**config.mk**
```make
export PLATFORM = sky130hd
export DESIGN_NAME = wb_stage_mq
export DESIGN_NICKNAME = d
export VERILOG_FILES = /design/src/rtl/wb_stage_mq_pkg.sv /design/src/rtl/wb_stage_mq_fwd_lookup.sv /design/src/rtl/wb_stage_mq.sv
export SDC_FILE = /design/constraint.sdc
export NUM_CORES = 1
export LEC_CHECK = 0
export ABC_AREA = 1
export CAP_MARGIN = 20
export CORE_AREA = 3 3 178 180
export CTS_CLUSTER_SIZE = 14
export DETAILED_ROUTE_END_ITERATION = 7
export DIE_AREA = 0 0 181 183
export PLACE_DENSITY = 0.85
export SYNTH_ARGS = -nofsm -noshare
export SYNTH_HDL_FRONTEND = slang
export SYNTH_SLANG_ARGS = --single-unit
```
**constraint.sdc**
```tcl
create_clock -name clk -period 6.6 [get_ports clk]
set_clock_uncertainty 0.05 [all_clocks]
set_input_delay 1.32 -clock clk [delete_from_list [all_inputs] [get_ports clk]]
set_output_delay 1.32 -clock clk [all_outputs]
set_load 0.005 [all_outputs]
```
**src/rtl/wb_stage_mq_pkg.sv**
```systemverilog
// ============================================================================
// Module  : wb_stage_mq_pkg
// Brief   : Shared lane-bus layout, queue entry type and lane decode helpers
//           for the multi-lane writeback stage.
// Revision: 1.0 - initial release
// ============================================================================
`default_nettype none

package wb_stage_mq_pkg;

   localparam int WS_LANE_BUS_WD = 74;
   localparam int WS_RF_PORT_WD  = 41;

   // Lane bus layout: {rf_wen[3:0], gr_we, dest[4:0], result[31:0], pc[31:0]}
   localparam int LB_PC_LSB     = 0;
   localparam int LB_RESULT_LSB = 32;
   localparam int LB_DEST_LSB   = 64;
   localparam int LB_GR_WE_BIT  = 69;
   localparam int LB_RF_WEN_LSB = 70;

   typedef struct packed {
      logic [3:0]  wen;
      logic [4:0]  dest;
      logic [31:0] data;
      logic [31:0] pc;
   } ws_entry_t;

   function automatic ws_entry_t unpack_lane(input logic [WS_LANE_BUS_WD-1:0] lane);
      ws_entry_t e;
      e.wen  = lane[LB_RF_WEN_LSB +: 4];
      e.dest = lane[LB_DEST_LSB +: 5];
      e.data = lane[LB_RESULT_LSB +: 32];
      e.pc   = lane[LB_PC_LSB +: 32];
      return e;
   endfunction

   // A lane is worth queueing only if it really changes an architectural register
   function automatic logic lane_writes(input logic [WS_LANE_BUS_WD-1:0] lane);
      return lane[LB_GR_WE_BIT] && (lane[LB_RF_WEN_LSB +: 4] != 4'h0)
             && (lane[LB_DEST_LSB +: 5] != 5'd0);
   endfunction

endpackage

`default_nettype wire

```
**src/rtl/wb_stage_mq_fwd_lookup.sv**
```systemverilog
// ============================================================================
// Module  : wb_fwd_lookup
// Brief   : One forwarding port: per byte, picks the youngest pending queue
//           entry that writes the looked-up register.
// Revision: 1.0 - initial release
// ============================================================================
`default_nettype none

module wb_fwd_lookup
   import wb_stage_mq_pkg::*;
#(
   parameter int DEPTH = 4
) (
   input  ws_entry_t                    queue [DEPTH],
   input  logic [DEPTH-1:0]             valid,
   input  logic [$clog2(DEPTH)-1:0]     head,
   input  logic [4:0]                   raddr,
   output logic [3:0]                   hit,
   output logic [31:0]                  data
);

   localparam int PTR_W = $clog2(DEPTH);

   logic [PTR_W-1:0] slot;

   // Walk oldest to youngest so a later match overrides an earlier one
   always_comb begin
      hit  = '0;
      data = '0;
      slot = '0;
      for (int a = 0; a < DEPTH; a++) begin
         slot = head + PTR_W'(a);
         if (valid[slot] && (raddr != 5'd0) && (queue[slot].dest == raddr)) begin
            for (int b = 0; b < 4; b++) begin
               if (queue[slot].wen[b]) begin
                  hit[b]        = 1'b1;
                  data[8*b +: 8] = queue[slot].data[8*b +: 8];
               end
            end
         end
      end
   end

endmodule

`default_nettype wire

```
**src/rtl/wb_stage_mq.sv**
```systemverilog
// ============================================================================
// Module  : wb_stage_mq
// Brief   : Multi-lane writeback stage with in-order write queue, multi-port
//           RF drain and forwarding lookups (built only with WS_FWD_EN).
// Revision: 1.0 - initial release
// ============================================================================
`default_nettype none

module wb_stage_mq
   import wb_stage_mq_pkg::*;
#(
   parameter int LANES  = 2,
   parameter int DEPTH  = 4,
   parameter int WPORTS = 1,
   parameter int NFWD   = 2
) (
   input  logic                          clk,
   input  logic                          resetn,
   input  logic [LANES-1:0]              ms_to_ws_valid,
   input  logic [LANES*WS_LANE_BUS_WD-1:0] ms_to_ws_bus,
   output logic                          ws_allowin,
   input  logic                          ws_stall,
   output logic                          ws_empty,
   output logic [WPORTS*4-1:0]           rf_we,
   output logic [WPORTS*5-1:0]           rf_waddr,
   output logic [WPORTS*32-1:0]          rf_wdata,
   input  logic [NFWD*5-1:0]             fwd_raddr,
   output logic [NFWD*4-1:0]             fwd_hit,
   output logic [NFWD*32-1:0]            fwd_data,
   output logic [WPORTS*32-1:0]          debug_wb_pc,
   output logic [WPORTS*4-1:0]           debug_wb_rf_wen,
   output logic [WPORTS*5-1:0]           debug_wb_rf_wnum,
   output logic [WPORTS*32-1:0]          debug_wb_rf_wdata
);

   localparam int PTR_W = $clog2(DEPTH);
   localparam int CNT_W = $clog2(DEPTH + 1);

   ws_entry_t        queue [DEPTH];
   logic [PTR_W-1:0] head, tail;
   logic [CNT_W-1:0] count;

   logic [LANES-1:0] accept;
   logic [PTR_W-1:0] enq_slot [LANES];
   logic [CNT_W-1:0] pushed, drained;
   logic             push;

   logic [PTR_W-1:0] port_slot [WPORTS];
   logic [3:0]       raw_we    [WPORTS];
   logic [3:0]       younger;

   assign ws_allowin = (count <= CNT_W'(DEPTH - LANES));
   assign ws_empty   = (count == '0);
   assign push       = (|ms_to_ws_valid) && ws_allowin;
   assign drained    = ws_stall ? '0 : ((count < CNT_W'(WPORTS)) ? count : CNT_W'(WPORTS));

   // Accepted lanes pack densely from the tail in lane order
   always_comb begin
      accept   = '0;
      pushed   = '0;
      enq_slot = '{default: '0};
      for (int i = 0; i < LANES; i++) begin
         accept[i]   = ms_to_ws_valid[i] && lane_writes(ms_to_ws_bus[WS_LANE_BUS_WD*i +: WS_LANE_BUS_WD]);
         enq_slot[i] = tail + PTR_W'(pushed);
         if (accept[i]) pushed = pushed + CNT_W'(1);
      end
   end

   always_ff @(posedge clk or negedge resetn) begin
      if (!resetn) begin
         head  <= '0;
         tail  <= '0;
         count <= '0;
      end else begin
         head  <= head + PTR_W'(drained);
         if (push) tail <= tail + PTR_W'(pushed);
         count <= count + (push ? pushed : '0) - drained;
      end
   end

   always_ff @(posedge clk) begin
      if (push) begin
         for (int i = 0; i < LANES; i++) begin
            if (accept[i]) queue[enq_slot[i]] <= unpack_lane(ms_to_ws_bus[WS_LANE_BUS_WD*i +: WS_LANE_BUS_WD]);
         end
      end
   end

   always_comb begin
      port_slot = '{default: '0};
      raw_we    = '{default: '0};
      for (int k = 0; k < WPORTS; k++) begin
         port_slot[k] = head + PTR_W'(k);
         raw_we[k]    = (CNT_W'(k) < drained) ? queue[port_slot[k]].wen : 4'h0;
      end
   end

   // A younger port writing the same register takes the overlapping bytes
   always_comb begin
      rf_we       = '0;
      rf_waddr    = '0;
      rf_wdata    = '0;
      debug_wb_pc = '0;
      younger     = '0;
      for (int j = 0; j < WPORTS; j++) begin
         younger = '0;
         for (int k = j + 1; k < WPORTS; k++) begin
            if (queue[port_slot[k]].dest == queue[port_slot[j]].dest) younger = younger | raw_we[k];
         end
         rf_we[4*j +: 4]        = raw_we[j] & ~younger;
         rf_waddr[5*j +: 5]     = queue[port_slot[j]].dest;
         rf_wdata[32*j +: 32]   = queue[port_slot[j]].data;
         debug_wb_pc[32*j +: 32] = queue[port_slot[j]].pc;
      end
   end

   assign debug_wb_rf_wen   = rf_we;
   assign debug_wb_rf_wnum  = rf_waddr;
   assign debug_wb_rf_wdata = rf_wdata;

`ifdef WS_FWD_EN
   logic [DEPTH-1:0] valid_mask;
   logic [PTR_W-1:0] age;

   always_comb begin
      valid_mask = '0;
      age        = '0;
      for (int s = 0; s < DEPTH; s++) begin
         age           = PTR_W'(s) - head;
         valid_mask[s] = CNT_W'(age) < count;
      end
   end

   for (genvar p = 0; p < NFWD; p++) begin : g_fwd
      wb_fwd_lookup #(.DEPTH(DEPTH)) u_fwd (
         .queue (queue),
         .valid (valid_mask),
         .head  (head),
         .raddr (fwd_raddr[5*p +: 5]),
         .hit   (fwd_hit[4*p +: 4]),
         .data  (fwd_data[32*p +: 32])
      );
   end
`else
   logic fwd_unused;
   assign fwd_unused = ^fwd_raddr;
   assign fwd_hit    = '0;
   assign fwd_data   = '0;
`endif

endmodule

`default_nettype wire

```
; ---- Yosys cells after proc, flatten, opt, wreduce, memory -nomap -nowiden
; Memory sizes are Yosys's and may differ from the RTL's.
; Index checks and enable logic that the tools add are counted.
[classes]
addsub = 6
n_lt_le_gt_ge = 3
mux = 12
reduce_logical = 13
[op_table]
columns = operator, count
row1 = $mux 3, 4
row2 = $reduce_bool 5->1, 2
row3 = $reduce_bool 4->1, 2
row4 = $logic_and 1x1->1, 7
row5 = $mux 1, 7
row6 = $add 2x2->2, 3
row7 = $mux 4, 1
row8 = $add 3x1->3 const B, 1
row9 = $add 3x3->3, 1
row10 = $le 3x2->1 const B, 1
row11 = $logic_not 3->1, 1
row12 = $lt 1x3->1 const A, 1
row13 = $lt 3x1->1 const B, 1
row14 = $sub 3x3->3, 1
row15 = $reduce_or 2->1, 1
[totals]
register_bits = 7
ram_bits = 292
inputBits = 163
output_inout_bits = 188
word_cells = 38
memories = 1
[mem_list]
columns = memory, depth, word_bits, rd, rd_ports_with_merged_regs, wr, line
row1 = queue, 4, 73, 1, 0, 2, wb_stage_mq.sv:39  ; ws_entry_t queue [DEPTH];

; ---- Longest topological paths before layout
; Gate-level depths: netlist (run 1).
[logic_depth]
word_depth = 10
mapped_depth = 14
mapped_depth_nobuf = 13

; ---- Worst setup path after synthesis (run 1)
; OpenSTA, ideal clock, no wires.
[synth_path]
kind = input to register
startpoint = in ms_to_ws_bus[66]
endpoint = mem queue[0][0] (netlist bit), enable pin
setup_time_ns = 0.748
t_arrival_ns = 3.802
required_time_ns = 5.802
slack_ns = 2.000
cell_stages = 12
n_path_buf = 2
cell_sequence = nor2_1 nand3b_1 and2_1 clkbuf_1 ha_1 inv_1 nand2_1 nand2_1 nor2_1 nand3_1 clkbuf_1 nand2_1
[synth_rtl]
columns = item, line
row1 = "start, declared", wb_stage_mq.sv:20  ; input logic [LANES*WS_LANE_BUS_WD-1:0] ms_to_ws_bus,
row2 = "end, declared", wb_stage_mq.sv:39

; ---- Worst setup path in the final report (run 1)
[layout_path]
startpoint = reg head[0]
endpoint = out debug_wb_pc[12]
[layout_between]
elab_chain_len = 1
[layout_rtl]
columns = item, line
row1 = "start, declared", wb_stage_mq.sv:40  ; logic [PTR_W-1:0] head, tail;
row2 = "start signal, assigned", wb_stage_mq.sv:75  ; head <= head + PTR_W'(drained);
row3 = $mem_v2 4x73, --
row4 = "end, declared", wb_stage_mq.sv:30  ; output logic [WPORTS*32-1:0] debug_wb_pc,
; Every way passes these cells.

==> results of run 1 <==
==> cell usage after synthesis (5+ instances only) <==
cell type    n  area [um^2]
o22ai_1     69        431.7
clkbuf_1    52        195.2
nand2_1    607         2278
buf_2       99        495.5
inv_1       17        63.81
nand4_1    292         1827
ha_1         6        75.07
buf_4      137         1028
nand3_1      8        40.04
o21ai_0    147        735.7
nor2_1     170        638.1
a21oi_1      5        25.02
edfxtp_1   292         8768
dfrtp_1      7        175.2
==> sequential cells by signal, indices dropped and copies added (netlist names) <==
register and flops:
head 2, tail 2, count 3, queue 292
==> layout make-up <==
cell class / instances / area share (%)
sequential: 299 / 44.71
multi-input combinational: 1390 / 32.81
timing repair buffer: 295 / 14.62
clock buffer: 33 / 3.913
tap: 396 / 2.476
clock inverter: 23 / 1.100
inverter: 18 / 0.3501
antenna: 2 / 0.02501
==> stage by stage <==
| stage | util (%) | total power [uW] | hold slack (ns) |
|---|---|---|---|
| final | 65.95 | 7805 | 0.4477 |
| after global routing | 65.93 | 8134 | 0.4661 |
| after CTS | 65.75 | 7746 | 0.4530 |
| after detailed placement | 62.44 | 6040 | 0.4405 |
| after global placement | 62.44 | 5955 | 0.4288 |
| after floorplan | - | 4540 | 0.4137 |
==> path summary, 6_finish.rpt <==
path | start | to | slack [ns] | cells past startpoint
setup reg to reg | count[1] | queue[2][25] | 3.42 | 7
min in group asynchronous | resetn | tail[0] | 0.98 | 1
hold reg to reg | count[2] | count[2] | 0.45 | 1
setup / recovery | head[0] | debug_wb_pc[12] | 1.43 | 5
max in group asynchronous | resetn | head[0] | 5.24 | 1
hold / removal | count[2] | count[2] | 0.45 | 1
==> power breakdown <==
part	switching, uW	internal [uW]	leakage, uW
Combinational	2240	1380	0.00469
Clock	717	1010	0.000484
Sequential	128	2330	0.00272
==> cell families (layout without fill, tap and decap cells) <==
group,Yosys count,count (layout),share of synthesized area (%)
other,1,75,0.02216
adders and majority gates,8,8,0.6804
DFF,299,299,52.86
xor gates and xnor gates,5,5,0.2588
AOI/OAI and AO/OA,221,221,7.048
and+or+nand+nor,1083,1083,28.52
buffers and inverters,308,369,10.60
==> routing by layer <==
metal / track usage (%) / share of wire, % / vias to the layer above / wire length [um]
met4: 14.29 / 4.2 / 4 / 2104
met3: 4.859 / 12 / 209 / 6241
met5: 0 / 0.048 / - / 24
li1: - / - / 6858 / -
met2: 49.38 / 49 / 1228 / 24480
met1: 34.00 / 35 / 7084 / 17320
==> flow_summary_export.csv, run 1 <==
group,metric,value,unit
run_status,status,"finished, final reports clean",
clocking,clock_latency,0.55,ns
final_layout,drive_gt1_share,4.519,%
timing,layout_setup_ws,1.428,ns
floorplan,rows,64,
grt,grt_overflow_total,0,
grt,grt_pass1_wl,75120,um
floorplan,die_area,33120,um^2
timing,fmax,0.1933,GHz
timing,setup_viol,0,
route,vias,15380,
clocking,clock-sinks,299,
final_layout,multiInputGateArea,6566,um^2
power_and_ir_drop,powerDensity,390.0,nW/um^2
timing,relSlewSlack,25.21,%
floorplan,initial_utilization,55.75,%
logic_synthesis,avgSynthCellArea,8.789,um^2
floorplan,core,30350,um^2
floorplan,dieWidth,181,um
worst_setup_path,cp_max_fo,109,
final_layout,nFillCells,2288,
route,drt-initial-drc-count,1945,
final_layout,most-common-layout-cells,"nand2_1, nand4_1, edfxtp_1",
flow_run,maxCapViolCount,0,
grt,grt_antenna_before_repair,2,
final_layout,area_growth,18.30,%
min_path,hold_class,"reg2reg",
final_layout,instances_no_fill,2456,
timing,fin_crit_sh,78.37,%
floorplan,io_pins,351,
logic_synthesis,yosys_most_used_dff,"edfxtp_1",
grt,gr-usage-all-layers,28.27,%
place,place_ws,1.864,ns
power_and_ir_drop,p_leak,0.007895,uW
clocking,clk_pin_slew_worst_paths,0.06,ns
place,dp_hpwl,26850,um
place,dp.cells,2396,
worst_setup_path,worstPathArrival,3.80,ns
route,routedWlPerCell,20.43,um
clocking,clk_path_buf_depth,3,
worst_setup_path,worst_path_largest_cell_delay,0.95,ns
timing,maxSlewViolCount,0,
clocking,root_buffer,"clkbuf_16",
final_layout,seq_area,8949,um^2
worst_setup_path,cp_cell_sequence,"inv_4, buf_4, o21ai_0, o22ai_1, clkdlybuf4s50_1",
clocking,cts_setup_buffers,0,
final_layout,finalInstanceArea,20010,um^2
logic_synthesis,syn_inst,1925,
timing,timing.setup.tns,0,ns
worst_setup_path,crit_slowest_cell,"inv_4",
clocking,numCtsBuffers,30,
logic_synthesis,ys_ff_latch,299,
timing,tightest_slew,1.122,ns
worst_setup_path,cp_top_family,"buffers and inverters",
logic_synthesis,yosysUniqueCellTypes,26,
logic_synthesis,async_flop_share,2.341,%
clocking,cts_resized,0,
logic_synthesis,synth_edf_count,292,
final_layout,nets,2205,
place,port_buffers,268,
logic_synthesis,synth_area,16920,um^2
logic_synthesis,seq_area_frac_synth,52.86,%
route,drt-pass1-iter-count,6,
place,place_area,18950,um^2
clocking,htreeDepth,1,
grt,grt_max_degree,133,
route,remaining_drc_errors,0,
final_layout,mostFrequentLayoutCell,"nand2_1",
timing,fin_crit,5.172,ns
logic_synthesis,ys_warn_count,0,
place,place.gp.congestion,0.8005,
worst_setup_path,crit_type,"reg2out",
floorplan,dieHeight,183,um
worst_setup_path,cp.required,5.23,ns
power_and_ir_drop,ir_drop,0.0003184,V
grt,grt_pass1_vias,14690,
timing,rsz0062_at_grt,"false",
route,ant_nets,0,
route,vias_per_cell,6.263,
timing,finalHoldViolCount,0,
worst_setup_path,path_buf_inv,3,
worst_setup_path,end_kind,"primary output",
clocking,cts_hold_buffers,0,
worst_setup_path,start_kind,"register",
route,drt_wl_total,50170,um
clocking,cts_tree,"built",
No activity file was read; power rests on OpenSTA's default activity.
==> run 2, diff against run 1 <==
--- a/config.mk
+++ b/config.mk
@@ -7,11 +7,11 @@
 export LEC_CHECK = 0
 export ABC_AREA = 1
 export CAP_MARGIN = 20
-export CORE_AREA = 3 3 178 180
+export CORE_AREA = 3 3 185 187
 export CTS_CLUSTER_SIZE = 14
 export DETAILED_ROUTE_END_ITERATION = 7
-export DIE_AREA = 0 0 181 183
-export PLACE_DENSITY = 0.85
+export DIE_AREA = 0 0 188 190
+export PLACE_DENSITY = 0.79
 export SYNTH_ARGS = -nofsm -noshare
 export SYNTH_HDL_FRONTEND = slang
 export SYNTH_SLANG_ARGS = --single-unit
==> constraint.sdc (replaced) <==
create_clock -name clk -period 5 [get_ports clk]
set_clock_uncertainty 0.05 [all_clocks]
set_input_delay 1 -clock clk [delete_from_list [all_inputs] [get_ports clk]]
set_output_delay 1 -clock clk [all_outputs]
set_load 0.005 [all_outputs]
==> flow_summary_export.csv, run 2 (synthesized netlist as in run 1, its figures left out) <==
group,metric,value,unit
clocking,cts_tree,"built",
timing,fin_crit,4.111,ns
route,drt_wl_total,50620,um
route,routedWlPerCell,20.18,um
clocking,clk_pin_slew_worst_paths,0.06,ns
clocking,root_buffer,"clkbuf_16",
grt,grt_max_degree,292,
worst_setup_path,cp_max_fo,68,
timing,relSlewSlack,8.202,%
timing,finalHoldViolCount,0,
grt,gr-usage-all-layers,27.00,%
final_layout,largest_reg_flops,292,
clocking,numCtsBuffers,31,
route,drt-pass1-iter-count,6,
timing,timing.setup.tns,0,ns
worst_setup_path,start_kind,"register",
place,port_buffers,268,
timing,rsz0062_at_grt,"false",
floorplan,initial_utilization,51.87,%
clocking,htreeDepth,1,
min_path,hold_class,"reg2reg",
grt,grt_pass1_vias,14450,
grt,grt_use_met2,46.36,%
place,dp_hpwl,27160,um
clocking,clock-sinks,299,
floorplan,dieHeight,190,um
final_layout,finalInstanceArea,20160,um^2
place,place_area,19140,um^2
worst_setup_path,end_kind,"primary output",
clocking,clk_path_buf_depth,3,
final_layout,drive_gt1_share,4.367,%
final_layout,nFillCells,2613,
floorplan,dieWidth,188,um
power_and_ir_drop,powerDensity,514.2,nW/um^2
floorplan,core,32620,um^2
place,place.gp.congestion,0.8184,
final_layout,instances_no_fill,2508,
worst_setup_path,cp.required,3.95,ns
place,dp.cells,2445,
grt,met1_usage,33.63,%
grt,gr-usage-met3,4.496,%
clocking,clock_latency,0.56,ns
power_and_ir_drop,power,10370,uW
route,vias,15180,
final_layout,multiInputGateArea,6566,um^2
grt,gr-max-usage-layer,"met2",
timing,tightest_slew,1.377,ns
power_and_ir_drop,ir_drop,0.0006097,V
timing,fmax,0.2433,GHz
clocking,cts_hold_buffers,0,
route,drt-initial-drc-count,1660,
final_layout,area_growth,19.15,%
timing,setup_viol,0,
floorplan,io_pins,351,
flow_run,maxCapViolCount,0,
clocking,cts_setup_buffers,0,
timing,whs,0.4479,ns
final_layout,nets,2208,
grt,grt_pass1_wl,76940,um
run_status,status,"finished, final reports clean",
final_layout,mostFrequentLayoutCell,"nand2_1",
timing,maxSlewViolCount,0,
power_and_ir_drop,p_leak,0.007918,uW
timing,fin_crit_sh,82.22,%
worst_setup_path,worstPathArrival,3.06,ns
grt,grt_antenna_before_repair,8,
final_layout,most-common-layout-cells,"nand2_1, nand4_1, edfxtp_1",
route,vias_per_cell,6.053,
floorplan,rows,66,
final_layout,seq_area,8949,um^2
grt,grt_overflow_total,0,
route,remaining_drc_errors,0,
route,ant_nets,0,
clocking,cts_resized,0,
worst_setup_path,crit_type,"reg2out",
floorplan,die_area,35720,um^2
==> run 2: cell count changes in the layout (fill, tap and decap cells not counted), sizes merged, moves of 2 or more <==
cell / before / now
buf: 27 / 29
clkbuf: 33 / 37
clkinvlp: 4 / 1
inv: 18 / 20
diode: 2 / 5
==> run 2: cell type report <==
cell class,instances,area share (%)
Multi-Input combinational cell,1390,32.57
Sequential cell,299,44.39
Clock inverter,20,0.8752
Inverter,18,0.3476
Timing Repair Buffer,297,15.05
Clock buffer,37,3.960
Antenna cell,5,0.06207
Tap cell,442,2.743
==> run 2: power by group <==
group / switching (uW) / leakage [uW] / total, uW / internal [uW]
Sequential: 74.2 / 0.00272 / 3150 / 3080
Combinational: 3080 / 0.00472 / 4970 / 1890
Clock: 953 / 0.000476 / 2240 / 1290
Total: 4110 / 0.00792 / 10400 / 6260
==> run 2: critical path: stages (launching register included) <==
cell and delay (ns):
dfrtp_4 0.50, inv_4 0.56, buf_4 0.42, o21ai_0 0.13, o22ai_1 0.30, clkdlybuf4s50_1 0.57
==> run 2: worst paths after layout <==
path	start	endpoint	slack (ns)	depth (start not counted)
min in group asynchronous	resetn	count[1]	0.66	1
min	count[2]	count[2]	0.45	1
max	head[0]	debug_wb_pc[0]	0.89	5
max reg2reg	tail[0]	queue[3][44]	2.32	6
max in group asynchronous	resetn	head[0]	3.95	1
min reg2reg	count[2]	count[2]	0.45	1
==> run 2: metal layers <==
layer | share of wire (%) | vias up
li1 | - | 6866
met1 | 36 | 7094
met2 | 49 | 1039
met3 | 12 | 177
met4 | 3.4 | 6
met5 | 0.063 | -
==> run 2: stage by stage <==
step,util [%],setup slack (ns)
2_1_floorplan,-,0.7198
3_3_place_gp,58.69,0.9397
5_1_grt,61.80,0.7287
3_5_place_dp,58.69,0.8308
4_1_cts,61.68,0.8608
6_report,61.80,0.8892
==> run 3, diff against run 2 <==
--- a/config.mk
+++ b/config.mk
@@ -7,11 +7,11 @@
 export LEC_CHECK = 0
 export ABC_AREA = 1
 export CAP_MARGIN = 20
-export CORE_AREA = 3 3 185 187
+export CORE_AREA = 3 3 194 196
 export CTS_CLUSTER_SIZE = 14
 export DETAILED_ROUTE_END_ITERATION = 7
-export DIE_AREA = 0 0 188 190
-export PLACE_DENSITY = 0.79
+export DIE_AREA = 0 0 197 199
+export PLACE_DENSITY = 0.76
 export SYNTH_ARGS = -nofsm -noshare
 export SYNTH_HDL_FRONTEND = slang
 export SYNTH_SLANG_ARGS = --single-unit
==> constraint.sdc (replaced) <==
create_clock -name clk -period 3.6 [get_ports clk]
set_clock_uncertainty 0.05 [all_clocks]
set_input_delay 0.72 -clock clk [delete_from_list [all_inputs] [get_ports clk]]
set_output_delay 0.72 -clock clk [all_outputs]
set_load 0.005 [all_outputs]
==> flow_summary_export.csv, run 3 (synthesized netlist as in run 1, its figures left out) <==
group,metric,value,unit
power_and_ir_drop,ir_drop,0.0008809,V
final_layout,largest_reg_flops,292,
flow_run,maxCapViolCount,0,
power_and_ir_drop,power,14640,uW
clocking,root_buffer,"clkbuf_16",
worst_setup_path,worstPathArrival,2.69,ns
route,vias_per_cell,5.900,
clocking,cts_tree,"built",
clocking,clk_pin_slew_worst_paths,0.06,ns
timing,tightest_slew,0.8533,ns
clocking,clock-sinks,299,
timing,rsz0062_at_grt,"false",
clocking,cts_hold_buffers,0,
floorplan,dieWidth,197,um
timing,fmax,0.2889,GHz
worst_setup_path,crit_type,"reg2out",
worst_setup_path,rr_startpoint,"count[0]",
final_layout,area_growth,21.54,%
final_layout,nFillCells,3065,
timing,fin_crit_sh,96.16,%
floorplan,initial_utilization,46.66,%
place,place.gp.congestion,0.7834,
grt,grt_antenna_before_repair,7,
clocking,clk_path_buf_depth,3,
final_layout,final_util,56.71,%
final_layout,mostFrequentLayoutCell,"nand2_1",
final_layout,instances_no_fill,2561,
worst_setup_path,cp.required,2.83,ns
place,port_buffers,268,
grt,grt_pass1_vias,14530,
grt,grt_overflow_total,0,
timing,setup_viol,0,
route,drt_wl_total,51930,um
final_layout,drive_gt1_share,5.787,%
place,dp.cells,2501,
route,vias,15110,
timing,maxSlewViolCount,0,
clocking,clock_latency,0.55,ns
worst_setup_path,cp_cell_sequence,"buf_16, buf_16, o21ai_0, o22ai_1, clkdlybuf4s50_1",
clocking,htreeDepth,1,
floorplan,io_pins,351,
grt,grt_pass1_wl,78610,um
floorplan,rows,70,
worst_setup_path,crit_slowest_cell,"clkdlybuf4s50_1",
run_status,status,"finished, final reports clean",
timing,finalHoldViolCount,0,
worst_setup_path,worst_path_largest_cell_delay,0.56,ns
route,ant_nets,0,
worst_setup_path,start_kind,"register",
final_layout,most-common-layout-cells,"nand2_1, nand4_1, edfxtp_1",
floorplan,core,36260,um^2
timing,relSlewSlack,43.12,%
grt,gr-usage-all-layers,25.39,%
floorplan,die_area,39200,um^2
worst_setup_path,end_kind,"primary output",
worst_setup_path,cp_common_cell,"buf_16",
route,remaining_drc_errors,0,
route,drt-initial-drc-count,1615,
route,routedWlPerCell,20.28,um
route,drt-pass1-iter-count,6,
clocking,numCtsBuffers,31,
timing,whs,0.3821,ns
floorplan,dieHeight,199,um
power_and_ir_drop,powerDensity,712.1,nW/um^2
grt,grt_max_degree,179,
power_and_ir_drop,p_leak,0.008111,uW
timing,fin_crit,3.462,ns
final_layout,nets,2237,
place,dp_hpwl,29080,um
min_path,hold_class,"in2async",
worst_setup_path,cp-startpoint,"head[0]",
timing,timing.setup.tns,0,ns
worst_setup_path,cp_max_fo,100,
run 3: cell types whose count changed in the layout (fill, tap and decap cells not counted), sizes merged:
cell / before / now
diode: 5 / 2
inv: 20 / 19
bufinv: 3 / 2
buf: 29 / 58
clkinv: 14 / 9
clkbuf: 37 / 45
run 3: area by class of cell:
| cell class | count | area [um^2] | area share (%) |
|---|---|---|---|
| multi-input combinational | 1390 | 6579 | 31.99 |
| sequential | 299 | 8949 | 43.52 |
| tap | 468 | 585.6 | 2.848 |
| timing repair buffer | 326 | 3421 | 16.64 |
| antenna | 2 | 5.005 | 0.02434 |
| inverter | 18 | 72.57 | 0.3529 |
| clock buffer | 45 | 828.3 | 4.028 |
| clock inverter | 13 | 122.6 | 0.5963 |
run 3: metal layers:
layer / up-vias / global-route usage [%] / wire, um
li1: 6933 / - / -
met1: 7110 / 31.41 / 18950
met2: 904 / 43.56 / 25910
met3: 152 / 5.030 / 5419
met4: 10 / 11.01 / 1575
met5: - / 0 / 65
run 3: through the flow:
step                setup WS [ns]  instance area (um^2)
floorplan                  0.3028                 17200
global placement           0.1353                 19580
detailed placement         0.1373                 19580
CTS                       0.02886                 20530
global route              0.02658                 20560
finish                     0.1382                 20560
run 3: path summary, 6_finish.rpt:
check,slack (ns),depth (start not counted),to
hold reg to reg,0.45,1,count[2]
hold / removal,0.38,1,count[1]
setup reg to reg,1.14,10,count[2]
max in group asynchronous,2.83,1,head[0]
min in group clk,0.45,1,count[2]
setup / recovery,0.14,5,rf_wdata[1]
run 3: worst max-delay path: cells and delay by family (launching register included):
kind                   cells  cell delay [ns]
AO/OA/AOI/OAI              2             0.42
buffers and inverters      3             1.22
flip-flops                 1             0.46
run 3: repair_timing:
action / CTS / global route
setup endpoints to repair: 0 / 4
setup buffers: 0 / 0
resized for setup: 0 / 5
run 3: report_power, final:
group / switching, uW / internal [uW] / total (uW) / leakage [uW]
Clock: 1320 / 1740 / 3060 / 0.000462
Sequential: 111 / 4280 / 4390 / 0.00272
Combinational: 4350 / 2850 / 7200 / 0.00493
Total: 5780 / 8860 / 14600 / 0.00811
